$ cat config.mk
export PLATFORM = sky130hd
export DESIGN_NAME = fpga_robots_game_tmarb
export DESIGN_NICKNAME = d
export VERILOG_FILES = /design/src/rtl/fpga_robots_game_config_pkg.sv /design/src/rtl/tmarb_rdtrack.sv /design/src/rtl/fpga_robots_game_tmarb.sv
export SDC_FILE = /design/constraint.sdc
export NUM_CORES = 1
export LEC_CHECK = 0
export BUFFER_PORTS_ARGS = -buffer_cell sky130_fd_sc_hd__buf_2
export CORE_MARGIN = 2
export CORE_UTILIZATION = 50
export DETAILED_ROUTE_END_ITERATION = 16
export PLACE_DENSITY = 0.81
export RECOVER_POWER = 100
export SLEW_MARGIN = 20
export SYNTH_ARGS = -nofsm -noshare
export SYNTH_HDL_FRONTEND = slang
export SYNTH_SLANG_ARGS = --single-unit
$ cat constraint.sdc
create_clock -name clk -period 2.9 [get_ports clk]
set_input_delay 0.435 -clock clk [delete_from_list [all_inputs] [get_ports clk]]
set_output_delay 0.435 -clock clk [all_outputs]
set_load 0.1 [all_outputs]
$ cat src/rtl/fpga_robots_game_config_pkg.sv
// Shared constants and types for the robots game tile map arbiter.
package fpga_robots_game_config_pkg;

    localparam int unsigned ADR_W      = 13;
    localparam int unsigned DAT_W      = 8;
    localparam int unsigned RDLAT_MIN  = 1;
    localparam int unsigned RDLAT_MAX  = 3;
    localparam int unsigned STARVE_MIN = 1;
    localparam int unsigned STARVE_MAX = 15;
    localparam int unsigned CNT_W      = 4;

    typedef enum logic {
        OWN_A = 1'b0,
        OWN_B = 1'b1
    } owner_e;

    // One slot of the read-tracking pipeline.
    typedef struct packed {
        logic   vld;
        owner_e owner;
    } track_t;

    // Access selected for the tile map port.
    typedef struct packed {
        logic             wen;
        logic [ADR_W-1:0] adr;
        logic [DAT_W-1:0] wrt;
    } acc_t;

    function automatic int unsigned clamp_rdlat(input int unsigned r);
        if (r < RDLAT_MIN) return RDLAT_MIN;
        if (r > RDLAT_MAX) return RDLAT_MAX;
        return r;
    endfunction

    function automatic int unsigned clamp_starve(input int unsigned s);
        if (s < STARVE_MIN) return STARVE_MIN;
        if (s > STARVE_MAX) return STARVE_MAX;
        return s;
    endfunction

endpackage

$ cat src/rtl/tmarb_rdtrack.sv
// Fixed-depth shift register that follows each granted access until its
// read data is due back from the tile map memory.
module tmarb_rdtrack
    import fpga_robots_game_config_pkg::*;
#(
    parameter int unsigned DEPTH = 2
) (
    input  logic   clk,
    input  logic   rst,
    input  track_t din,
    output track_t dout
);

    track_t stages [DEPTH];

    always_ff @(posedge clk) begin
        if (rst) begin
            for (int i = 0; i < int'(DEPTH); i++) begin
                stages[i] <= '0;
            end
        end else begin
            stages[0] <= din;
            for (int i = 1; i < int'(DEPTH); i++) begin
                stages[i] <= stages[i-1];
            end
        end
    end

    assign dout = stages[DEPTH-1];

endmodule

$ cat src/rtl/fpga_robots_game_tmarb.sv
// Two-requester arbiter for the tile map memory: game play (A) has priority,
// host debug (B) is protected from starvation; read data returned in order.
module fpga_robots_game_tmarb
    import fpga_robots_game_config_pkg::*;
#(
    parameter int unsigned RDLAT  = 1,
    parameter int unsigned STARVE = 8
) (
    input  logic             clk,
    input  logic             rst,
    input  logic             a_req,
    input  logic             a_wen,
    input  logic [ADR_W-1:0] a_adr,
    input  logic [DAT_W-1:0] a_wrt,
    output logic             a_gnt,
    output logic             a_vld,
    output logic [DAT_W-1:0] a_red,
    input  logic             b_req,
    input  logic             b_wen,
    input  logic [ADR_W-1:0] b_adr,
    input  logic [DAT_W-1:0] b_wrt,
    output logic             b_gnt,
    output logic             b_vld,
    output logic [DAT_W-1:0] b_red,
    output logic [ADR_W-1:0] tm_adr,
    output logic [DAT_W-1:0] tm_wrt,
    output logic             tm_wen,
    input  logic [DAT_W-1:0] tm_red
);

    localparam int unsigned      TRK_DEPTH  = clamp_rdlat(RDLAT) + 1;
    localparam logic [CNT_W-1:0] STARVE_LIM = CNT_W'(clamp_starve(STARVE));

    logic             a_win_c;
    logic             b_win_c;
    logic             any_win_c;
    acc_t             sel_c;
    track_t           trk_in_c;
    track_t           trk_out;
    logic [CNT_W-1:0] starve_cnt;
    logic [CNT_W-1:0] starve_cnt_nxt_c;
    logic             a_hit_c;
    logic             b_hit_c;

    logic [ADR_W-1:0] tm_adr_q;
    logic [DAT_W-1:0] tm_wrt_q;
    logic             tm_wen_q;
    logic [DAT_W-1:0] a_red_q;
    logic [DAT_W-1:0] b_red_q;

    // Arbitration, access select and starvation counter update.
    always_comb begin
        a_win_c          = 1'b0;
        b_win_c          = 1'b0;
        sel_c            = '0;
        trk_in_c         = '0;
        starve_cnt_nxt_c = starve_cnt;

        if (!rst) begin
            b_win_c = b_req && (!a_req || (starve_cnt == STARVE_LIM));
            a_win_c = a_req && !b_win_c;
        end
        any_win_c = a_win_c | b_win_c;

        sel_c.wen = b_win_c ? b_wen : a_wen;
        sel_c.adr = b_win_c ? b_adr : a_adr;
        sel_c.wrt = b_win_c ? b_wrt : a_wrt;

        trk_in_c.vld   = any_win_c && !sel_c.wen;
        trk_in_c.owner = b_win_c ? OWN_B : OWN_A;

        if (b_win_c || !b_req) begin
            starve_cnt_nxt_c = '0;
        end else if (a_win_c && (starve_cnt != STARVE_LIM)) begin
            starve_cnt_nxt_c = starve_cnt + CNT_W'(1);
        end
    end

    tmarb_rdtrack #(
        .DEPTH (TRK_DEPTH)
    ) u_rdtrack (
        .clk  (clk),
        .rst  (rst),
        .din  (trk_in_c),
        .dout (trk_out)
    );

    always_comb begin
        a_hit_c = !rst && trk_out.vld && (trk_out.owner == OWN_A);
        b_hit_c = !rst && trk_out.vld && (trk_out.owner == OWN_B);
    end

    // Memory port register; address and data hold while idle.
    always_ff @(posedge clk) begin
        if (rst) begin
            starve_cnt <= '0;
            tm_adr_q   <= '0;
            tm_wrt_q   <= '0;
            tm_wen_q   <= 1'b0;
            a_red_q    <= '0;
            b_red_q    <= '0;
        end else begin
            starve_cnt <= starve_cnt_nxt_c;
            tm_wen_q   <= any_win_c && sel_c.wen;
            if (any_win_c) begin
                tm_adr_q <= sel_c.adr;
                tm_wrt_q <= sel_c.wrt;
            end
            if (a_hit_c) a_red_q <= tm_red;
            if (b_hit_c) b_red_q <= tm_red;
        end
    end

    // Read data tracks the memory during the valid cycle, then holds.
    always_comb begin
        a_gnt  = a_win_c;
        b_gnt  = b_win_c;
        a_vld  = a_hit_c;
        b_vld  = b_hit_c;
        a_red  = rst ? '0 : (a_hit_c ? tm_red : a_red_q);
        b_red  = rst ? '0 : (b_hit_c ? tm_red : b_red_q);
        tm_adr = rst ? '0 : tm_adr_q;
        tm_wrt = rst ? '0 : tm_wrt_q;
        tm_wen = !rst && tm_wen_q;
    end

endmodule

* After elaboration in Yosys (flattened, before gate mapping)
Memories as Yosys holds them, arrays and structs flattened.
Index checks and enable logic that the tools add are counted.
Widths: inputs -> output; s select.
** Storage, ports and cells
- Register bits :: 42
- Bits in latches :: 0
- Memory bits (writable) :: 4
- Bits in read-only memories :: 0
- Bits of input ports :: 56
- Output and inout bits :: 42
- Logic and storage cells :: 48
- Memories :: 1
** Cells by class
- $add $sub $neg :: 1
- $mul :: 0
- Divide/modulo/power cells :: 0
- Magnitude comparators :: 0
- Equal/unequal tests :: 2
- Shift operators :: 0
- Mux-type cells :: 17
- Bitwise operators :: 4
- Reductions and logical operators :: 17
** Memories
- u_rdtrack.stages :: depth 2, width 2, read ports 2, clocked after memory_dff 0, wr ports 2, RTL line tmarb_rdtrack.sv:14 : track_t stages [DEPTH];
** Operators with widths (count)
- $mux 8 :: 6
- $mux 13 :: 2
- $logic_and 1x1->1 :: 9
- $mux 1 :: 7
- $logic_not 1->1 :: 5
- $add 4x1->4 const B :: 1
- $eq 4x4->1 const B :: 1
- $mux 2 :: 2
- $ne 4x4->1 const B :: 1
- $or 1x1->1 :: 3
- $logic_or 1x1->1 :: 2
- $reduce_or 2->1 :: 1
- $not 1->1 :: 1

* Longest topological paths before layout
Gate-level depths: netlist of the first run.
- Depth after elaboration :: 9
- Depth in mapped cells :: 8
- Gate-level depth less buffers :: 7

* Modules after synthesis
From an unflattened synthesis of the first run, not the netlist that was laid out.
** Unflattened totals
- Cell total of the unflattened synthesis :: 261
- Area total of the unflattened synthesis :: 2379.8 µm²
** Modules (own cells, without submodules)
- fpga_robots_game_tmarb :: times used 1, cells each 251, area each 2259.7 µm², seq. area each 840.8 µm²
- tmarb_rdtrack :: times used 1, cells each 10, area each 120.1 µm², seq. area each 80.1 µm²

* Worst setup path before layout of the first run
No wires, ideal clock.
- Path kind :: input port to output port
- From :: in rst
- To :: out a_red[0]
- Arrival time :: 3.001 ns
- Required time :: 2.465 ns
- Slack :: -0.536 ns
- Stages :: 4
- Buffers on the path :: 2
- Cells stage by stage :: buf_2 > buf_2 > nand2b_1 > o21ai_0
** Between the ends
- Cells in the longest elaborated chain, start to end :: 5
** Ends and longest elaborated chain
- start, declared :: RTL line fpga_robots_game_tmarb.sv:10 : input logic rst,
- $logic_not 1->1 :: RTL line fpga_robots_game_tmarb.sv:89 : a_hit_c = !rst && trk_out.vld && (trk_out.owner == OWN_A);
- $logic_and 1x1->1 (2 in series) :: RTL line fpga_robots_game_tmarb.sv:89
- $mux 8
- $mux 8 (*)
- end, declared :: RTL line fpga_robots_game_tmarb.sv:17 : output logic [DAT_W-1:0] a_red,
Every way passes the cells marked *; elsewhere a longest branch is shown, timed or not.

* Final worst setup path of the first run
- From :: in rst
- To :: out a_red[6]
The elaborated chain is that of the path after synthesis.

==> qor.tcl, run 1 <==
set qor(skew_ns) 0.00215
set qor(worst_max_slew_margin_expressed_relative_to_the_limit) 0.196
set qor(synth_top_area_frac) 0.415
set qor(reg2reg_from) {starve_cnt[0]}
set qor(cell_types_with_the_largest_area_share_after_synthesis) {sky130_fd_sc_hd__dfxtp_1 42%, sky130_fd_sc_hd__a211oi_2 11%, sky130_fd_sc_hd__nand2_1 7.8%}
set qor(worst_setup_path_startpoint) {rst}
set qor(worstMarginPinSlew_ns) 1.21
set qor(layout.area.seq_um2) 921
set qor(most-common-layout-cells) {54 x sky130_fd_sc_hd__buf_2, 46 x sky130_fd_sc_hd__nand2_1, 46 x sky130_fd_sc_hd__dfxtp_1}
set qor(combinationalPowerShare) 0.252
set qor(max-clock-path-buffers) 2
set qor(post_synth.cell_area_avg_um2) 8.87
set qor(worstRegToRegCells) 7
set qor(cts_root_buffer) {sky130_fd_sc_hd__clkbuf_8}
set qor(route.final.wire_length_mm) 5.06
set qor(drive_above_1_share) 0.349
set qor(synth_fp_nets) 308
set qor(timing.final.crit_share) 0.894
set qor(path_common_cell) {sky130_fd_sc_hd__clkbuf_1}
set qor(worstPathRequired_ns) 2.47
set qor(clock_insertion_delay_worst_skew_ns) 0.29
set qor(cts_post_setup_buffers_inserted) 0
set qor(warnings_from_yosys) 0
set qor(groute.usage.overall) 0.207
set qor(crit_path_start_kind) {input pin}
set qor(detail_route.iter0.violations) 76
set qor(cts_tree) {yes}
set qor(rsz0062_at_grt) {no}
set qor(finalNetCount) 402
set qor(switching_power_uw) 466
set qor(maxSlewViolCount) 0
set qor(initial_core_util) 0.513
set qor(hold_buffers) 0
set qor(grt_first_pass_wirelength_mm) 8.49
set qor(floorplan.core_area_mm2) 0.00432
set qor(timing.rr.end) {u_rdtrack.stages[0][1]}
set qor(die_w_um) 70.6
set qor(crit_path_top_delay_cell) {sky130_fd_sc_hd__clkbuf_1}
set qor(grt_max_degree) 30
set qor(internal_power_uw) 924
set qor(area_growth_syn_to_fin_pct) 26.1
set qor(min_cycle_time_layout_ns) 2.59
set qor(syn_area_mm2) 0.00222
set qor(cts_buffers) 5
set qor(timing.critical_path.buf_inv) 3
set qor(leakagePower_uw) 0.00127
set qor(holdCritPathClass) {input pin to flip-flop}
set qor(fin_setup_tns_ns) 0
set qor(globalRouteOverflowTotal) 0
set qor(i_o_pins) 98
set qor(instances_no_fill) 396
set qor(timing_worst_setup_path_type) {input pin to output port}
set qor(clk_pin_slew_worst_paths_ns) 0.08
set qor(full_die_area_mm2) 0.00499
set qor(portBuffers) 97
set qor(gpl.final_weighted_congestion) 0.813
set qor(family_with_the_most_delay_on_the_worst_path) {buffers and inverters}
set qor(synthesis.instances) 250
set qor(ctsResizeCount) 0
set qor(detail_route.drc_violations) 0
set qor(diodes) 0
set qor(initial_antenna_violation_count) 0
set qor(power.share.sequential) 0.485
set qor(multi_input_comb_area_mm2) 0.00105
set qor(cell_type_with_the_largest_total_area_after_synthesis) {sky130_fd_sc_hd__dfxtp_1}
set qor(setup_violations) 0
set qor(power-per-cell-area_mw_per_mm2) 497
set qor(fill_cells) 389
set qor(antenna_violating_nets_post_route) 0
set qor(critical_path_depth) 5
set qor(status) {complete, no violations}
set qor(dp_hpwl_mm) 3.71
set qor(cts_num_sinks) 46
set qor(setup.reg_to_reg.worst_slack_ns) 0.60
set qor(synth.lib_cells_used.distinct) 31
set qor(finalHoldViolations) 0
set qor(cp_endpoint_kind) {output port}
set qor(rows) 24
set qor(sw_ratio) 0.335
set qor(vdd_drop_max_v) 0.000244
set qor(final_common_cell) {sky130_fd_sc_hd__buf_2}
set qor(grt_pass1_vias) 2018
set qor(power_frac_clock) 0.263
set qor(placedCellCount) 389
set qor(maxClockFrequency_ghz) 0.386
set qor(critical_path.max_fanout) 17
set qor(htree_levels) 2
set qor(wl_per_cell_um) 12.8
set qor(drt-pass1-iter-count) 4
set qor(worstPathCellList) {clkbuf_1 -> nor3b_2 -> clkbuf_1 -> o21ai_0 -> buf_12}
set qor(crit_path_max_incr_delay_ns) 0.57
set qor(floorplan.die.height_um) 70.6
set qor(worst-endpoint-arrival_ns) 2.16
set qor(postSynthRegisterBits) 46
set qor(critPathCapture) {a_red[6]}
set qor(num_vias) 1998
set qor(drt-vias-per-instance) 5.05
set qor(seq_area_frac_synth) 0.415
set qor(timing.max_cap.violations) 0
==> metal layers <==
| layer | wire length (µm) | vias up | track usage |
|---|---|---|---|
| met3 | 349 | 5 | 0.0499 |
| met5 | 0 | - | 0 |
| met1 | 2290 | 904 | 0.244 |
| li1 | - | 1015 | - |
| met2 | 2380 | 74 | 0.377 |
| met4 | 44 | 0 | 0.0545 |
==> state kept, by name, indices dropped and copies added, names as in the netlist <==
| signal | flops |
|---|---|
| tm_adr_q | 13 |
| a_red_q | 8 |
| b_red_q | 8 |
| tm_wrt_q | 8 |
| starve_cnt | 4 |
| u_rdtrack.stages | 4 |
| tm_wen_q | 1 |
==> worst register-to-register path, stage by stage (launching register included) <==
cell	delay (ns)
sky130_fd_sc_hd__dfxtp_1	0.38
sky130_fd_sc_hd__inv_1	0.06
sky130_fd_sc_hd__ha_1	0.21
sky130_fd_sc_hd__nand3b_1	0.17
sky130_fd_sc_hd__a211o_4	0.18
sky130_fd_sc_hd__clkbuf_1	0.80
sky130_fd_sc_hd__mux2i_1	0.21
sky130_fd_sc_hd__and2_1	0.20
==> worst min path at each step <==
stage	from	cells past startpoint	end
after floorplan	u_rdtrack.stages[0][0]	1	u_rdtrack.stages[0][2]
after global placement	u_rdtrack.stages[0][0]	1	u_rdtrack.stages[0][2]
after detailed placement	u_rdtrack.stages[0][1]	1	u_rdtrack.stages[0][3]
after CTS	b_req	3	starve_cnt[2]
after global routing	a_adr[4]	3	tm_adr_q[4]
final	tm_red[6]	3	b_red_q[6]
==> final cells by class <==
class	instances	share of cell area
repair buffers	103	0.230
well taps	52	0.0233
multi-input cells	180	0.377
clock inverters	2	0.00358
flip-flops and latches	46	0.329
inverters	8	0.0125
clock buffers	5	0.0246
==> through the flow <==
| step | worst slack (ns) | area, µm² | power, µW | hold WS (ns) | utilization |
|---|---|---|---|---|---|
| 3_3_place_gp | 0.753 | 2970 | 1060 | 0.416 | 0.686 |
| 2_1_floorplan | 0.0144 | 2220 | 969 | 0.414 | - |
| 5_1_grt | 0.153 | 2800 | 1450 | 0.384 | 0.647 |
| 3_5_place_dp | 0.719 | 2970 | 1070 | 0.426 | 0.686 |
| 4_1_cts | 0.386 | 3050 | 1430 | 0.381 | 0.705 |
| 6_report | 0.308 | 2800 | 1390 | 0.367 | 0.647 |
==> cells in the mapped netlist, drive strengths merged <==
master and number:
or2 1, and2 1, buf 8, mux2i 1, dfxtp 46, a211oi 22
a21oi 22, nor2 28, nor2b 25, clkinv 1, nand3 1, xor2 1
nand2 46, o21a 1, a211o 1, inv 7, nand3b 10, o21ai 8
nand4 1, nor3b 1, ha 2, clkbuf 8, nand2b 8
==> power by group through the flow <==
stage,clock [µW],sequential (µW),combinational (µW)
finish,365,674,351
global route,399,678,374
CTS,376,674,377
detailed placement,0,689,376
global placement,0,687,370
floorplan,0,686,283
==> logic make-up after synthesis <==
kind of cell / after synthesis / share of synthesized area
and+or+nand+nor: 122 / 0.274
DFF: 46 / 0.415
xor gates and xnor gates: 1 / 0.00395
buffers and inverters: 24 / 0.0626
AOI/OAI and AO/OA: 54 / 0.228
muxes: 1 / 0.00451
adders and majority gates: 2 / 0.0113
Power figures use the tool's default switching activity.
==> run 2, diff against run 1 <==
--- a/config.mk
+++ b/config.mk
@@ -6,11 +6,14 @@
 export NUM_CORES = 1
 export LEC_CHECK = 0
 export BUFFER_PORTS_ARGS = -buffer_cell sky130_fd_sc_hd__buf_2
+export CELL_PAD_IN_SITES_DETAIL_PLACEMENT = 1
+export CELL_PAD_IN_SITES_GLOBAL_PLACEMENT = 1
 export CORE_MARGIN = 2
-export CORE_UTILIZATION = 50
+export CORE_UTILIZATION = 36
 export DETAILED_ROUTE_END_ITERATION = 16
+export GPL_ROUTABILITY_DRIVEN = 0
 export PLACE_DENSITY = 0.81
-export RECOVER_POWER = 100
+export RECOVER_POWER = 25
 export SLEW_MARGIN = 20
 export SYNTH_ARGS = -nofsm -noshare
 export SYNTH_HDL_FRONTEND = slang
==> run 2 against run 1 <==
  * Combinational power rose by 7.7%
  * Global-route usage fell by 2.5 points
  * Cell area rose by 11%
  * Die area rose by 37%
  * Count of clock-buffer cells in the layout rose by 2
  * Clock power rose by 10%
  * Via count rose by 1.9%
  * Utilization fell by 13 points
  * Power rose by 4.7%
  * Critical path depth rose by 1
  * Maximum frequency rose by 2.7%
  * Non-clock buffer count rose by 1
  * Critical path type is now flip-flop to output port
  * Largest cell class unchanged
==> qor.tcl, run 2 (synthesis results as in run 1) <==
set qor(drt-vias-per-instance) 4.84 ;# -4.1%
set qor(critical_path.max_fanout) 22 ;# +5
set qor(route.final.wire_length_mm) 5.94 ;# +17%
set qor(grt_first_pass_wirelength_mm) 9.58 ;# +13%
set qor(worst-endpoint-arrival_ns) 2.09 ;# -0.07 ns
set qor(holdPathEnd) {tm_wrt_q[0]}
set qor(detail_route.drc_violations) 0 ;# unchanged
set qor(initial_antenna_violation_count) 0 ;# unchanged
set qor(area_growth_syn_to_fin_pct) 39.5
set qor(rsz0062_at_grt) {no}
set qor(clk_pin_slew_worst_paths_ns) 0.09 ;# about the same
set qor(worst_max_slew_margin_expressed_relative_to_the_limit) 0.482 ;# +0.286
set qor(maxClockFrequency_ghz) 0.396 ;# +2.7%
set qor(crit_path_start_kind) {flip-flop}
set qor(global_route.usage.met3) 0.0554 ;# +0.00558
set qor(timing.final.crit_share) 0.870 ;# -0.0235
set qor(cts_buffers) 5 ;# unchanged
set qor(timing.max_cap.violations) 0 ;# unchanged
set qor(max-clock-path-buffers) 2 ;# unchanged
set qor(setup_violations) 0 ;# unchanged
set qor(die_w_um) 82.5 ;# +17%
set qor(worstRegToRegCells) 7 ;# unchanged
set qor(groute.usage.overall) 0.182 ;# -0.0248
set qor(gr-usage-met1) 0.218 ;# -0.0263
set qor(skew_ns) 0.0102 ;# +0.00810 ns
set qor(i_o_pins) 98 ;# unchanged
set qor(timing.rr.end) {u_rdtrack.stages[0][1]}
set qor(clock_insertion_delay_worst_skew_ns) 0.30 ;# about the same
set qor(dp_hpwl_mm) 4.55 ;# +23%
set qor(min_cycle_time_layout_ns) 2.52 ;# -0.0680 ns
set qor(reg2reg_from) {starve_cnt[0]}
set qor(timing_worst_setup_path_type) {flip-flop to output port}
set qor(hold_buffers) 0 ;# unchanged
set qor(floorplan.die.height_um) 82.5 ;# +17%
set qor(drt-pass1-iter-count) 4 ;# unchanged
set qor(fin_setup_tns_ns) 0 ;# unchanged
set qor(largest_register_ff_count) 13 ;# unchanged
set qor(leakagePower_uw) 0.00139 ;# +9.3%
set qor(globalRouteOverflowTotal) 0 ;# unchanged
set qor(grt_pass1_vias) 2136 ;# +5.8%
set qor(holdCritStartpoint) {a_wrt[0]}
set qor(drive_above_1_share) 0.442 ;# +0.0934
set qor(htree_levels) 2 ;# unchanged
set qor(detail_route.iter0.violations) 36 ;# -53%
set qor(initial_core_util) 0.372 ;# -0.141
set qor(cts_num_sinks) 46 ;# unchanged
set qor(grt_max_degree) 34 ;# +13%
set qor(wl_per_cell_um) 14.1 ;# +10%
set qor(grt.busiest_layer) {met2}
set qor(floorplan.core_area_mm2) 0.00596 ;# +38%
set qor(setup.reg_to_reg.worst_slack_ns) 1.16 ;# +0.56 ns
set qor(portBuffers) 97 ;# unchanged
set qor(holdCritPathClass) {input pin to flip-flop}
set qor(worstPathRequired_ns) 2.47 ;# about the same
set qor(maxSlewViolCount) 0 ;# unchanged
set qor(worstMarginPinSlew_ns) 0.777 ;# -0.434 ns
set qor(vdd_drop_max_v) 0.000206 ;# -15%
set qor(post-layout-total-power_uw) 1460 ;# +4.7%
set qor(finalNetCount) 403 ;# +0.25%
set qor(antenna_violating_nets_post_route) 0 ;# unchanged
set qor(full_die_area_mm2) 0.00681 ;# +37%
set qor(finalHoldViolations) 0 ;# unchanged
set qor(final_critical_path_setup_slack_ns) 0.376 ;# +0.0680 ns
set qor(groute.layer.met2.usage) 0.323 ;# -0.0548
set qor(status) {complete, no violations}
set qor(ctsResizeCount) 0 ;# unchanged
set qor(num_vias) 2036 ;# +1.9%
set qor(cp_endpoint_kind) {output port}
set qor(final_common_cell) {sky130_fd_sc_hd__buf_2}
set qor(rows) 28 ;# +17%
set qor(cts_post_setup_buffers_inserted) 0 ;# unchanged
set qor(most-common-layout-cells) {79 x sky130_fd_sc_hd__buf_2, 46 x sky130_fd_sc_hd__nand2_1, 46 x sky130_fd_sc_hd__dfxtp_1}
set qor(power-per-cell-area_mw_per_mm2) 470 ;# -5.3%
set qor(regMostFlops) {tm_adr_q}
set qor(diodes) 0 ;# unchanged
set qor(cts_tree) {yes}
set qor(pre_cts_ws_ns) 0.669 ;# -0.0497 ns
set qor(timing.hold.worst_path_depth) 3 ;# unchanged
set qor(cts_root_buffer) {sky130_fd_sc_hd__clkbuf_8}
run 2: changes by cell type in the layout (fill, tap and decap cells not counted), sizes merged:
cell and change:
buf +36, clkinv -1, clkbuf -33
run 2: final cells by class:
class / count / area (µm²)
flip-flops and latches: 46 / 921
multi-input cells: 180 / 1160
clock buffers: 7 / 86.3
repair buffers: 104 / 792
inverters: 8 / 35.0
fillers: 730 / 2860
well taps: 75 / 93.8
clock inverters: 1 / 5.00
run 2: power breakdown:
part / switching, µW / internal (µW) / total [µW]
Combinational: 265 / 113 / 378
Sequential: 12.8 / 662 / 675
Clock: 210 / 193 / 403
Total: 488 / 967 / 1460
run 2: how the worst max path moves through the flow:
stage | from | endpoint | slack [ns] | cells past startpoint
2_1_floorplan | rst | a_red[6] | 0.01 | 3
3_3_place_gp | rst | b_vld | 0.72 | 4
3_5_place_dp | rst | b_vld | 0.67 | 4
4_1_cts | starve_cnt[0] | b_gnt | 0.35 | 6
5_1_grt | rst | b_red[4] | 0.17 | 6
6_report | starve_cnt[0] | b_gnt | 0.38 | 6
run 2: through the flow:
step | std cells | area, µm² | hold slack, ns | utilization
global route | 421 | 3090 | 0.381 | 0.520
finish | 421 | 3090 | 0.389 | 0.520
floorplan | 250 | 2220 | 0.414 | -
detailed placement | 413 | 3000 | 0.425 | 0.504
CTS | 421 | 3100 | 0.379 | 0.520
global placement | 413 | 3000 | 0.418 | 0.504
run 2: routing by layer:
layer	part of all wire	wire [µm]
met2	0.50	2980
met4	0.0077	46
met1	0.41	2450
met5	0	0
met3	0.078	463
run 2: worst max-delay path, cell delays in order, from the launching register on:
cell                       delay [ns]
sky130_fd_sc_hd__dfxtp_1         0.35
sky130_fd_sc_hd__inv_1           0.07
sky130_fd_sc_hd__ha_1            0.21
sky130_fd_sc_hd__nand3b_4        0.10
sky130_fd_sc_hd__a211o_4         0.36
sky130_fd_sc_hd__clkinv_4        0.21
sky130_fd_sc_hd__buf_2           0.48
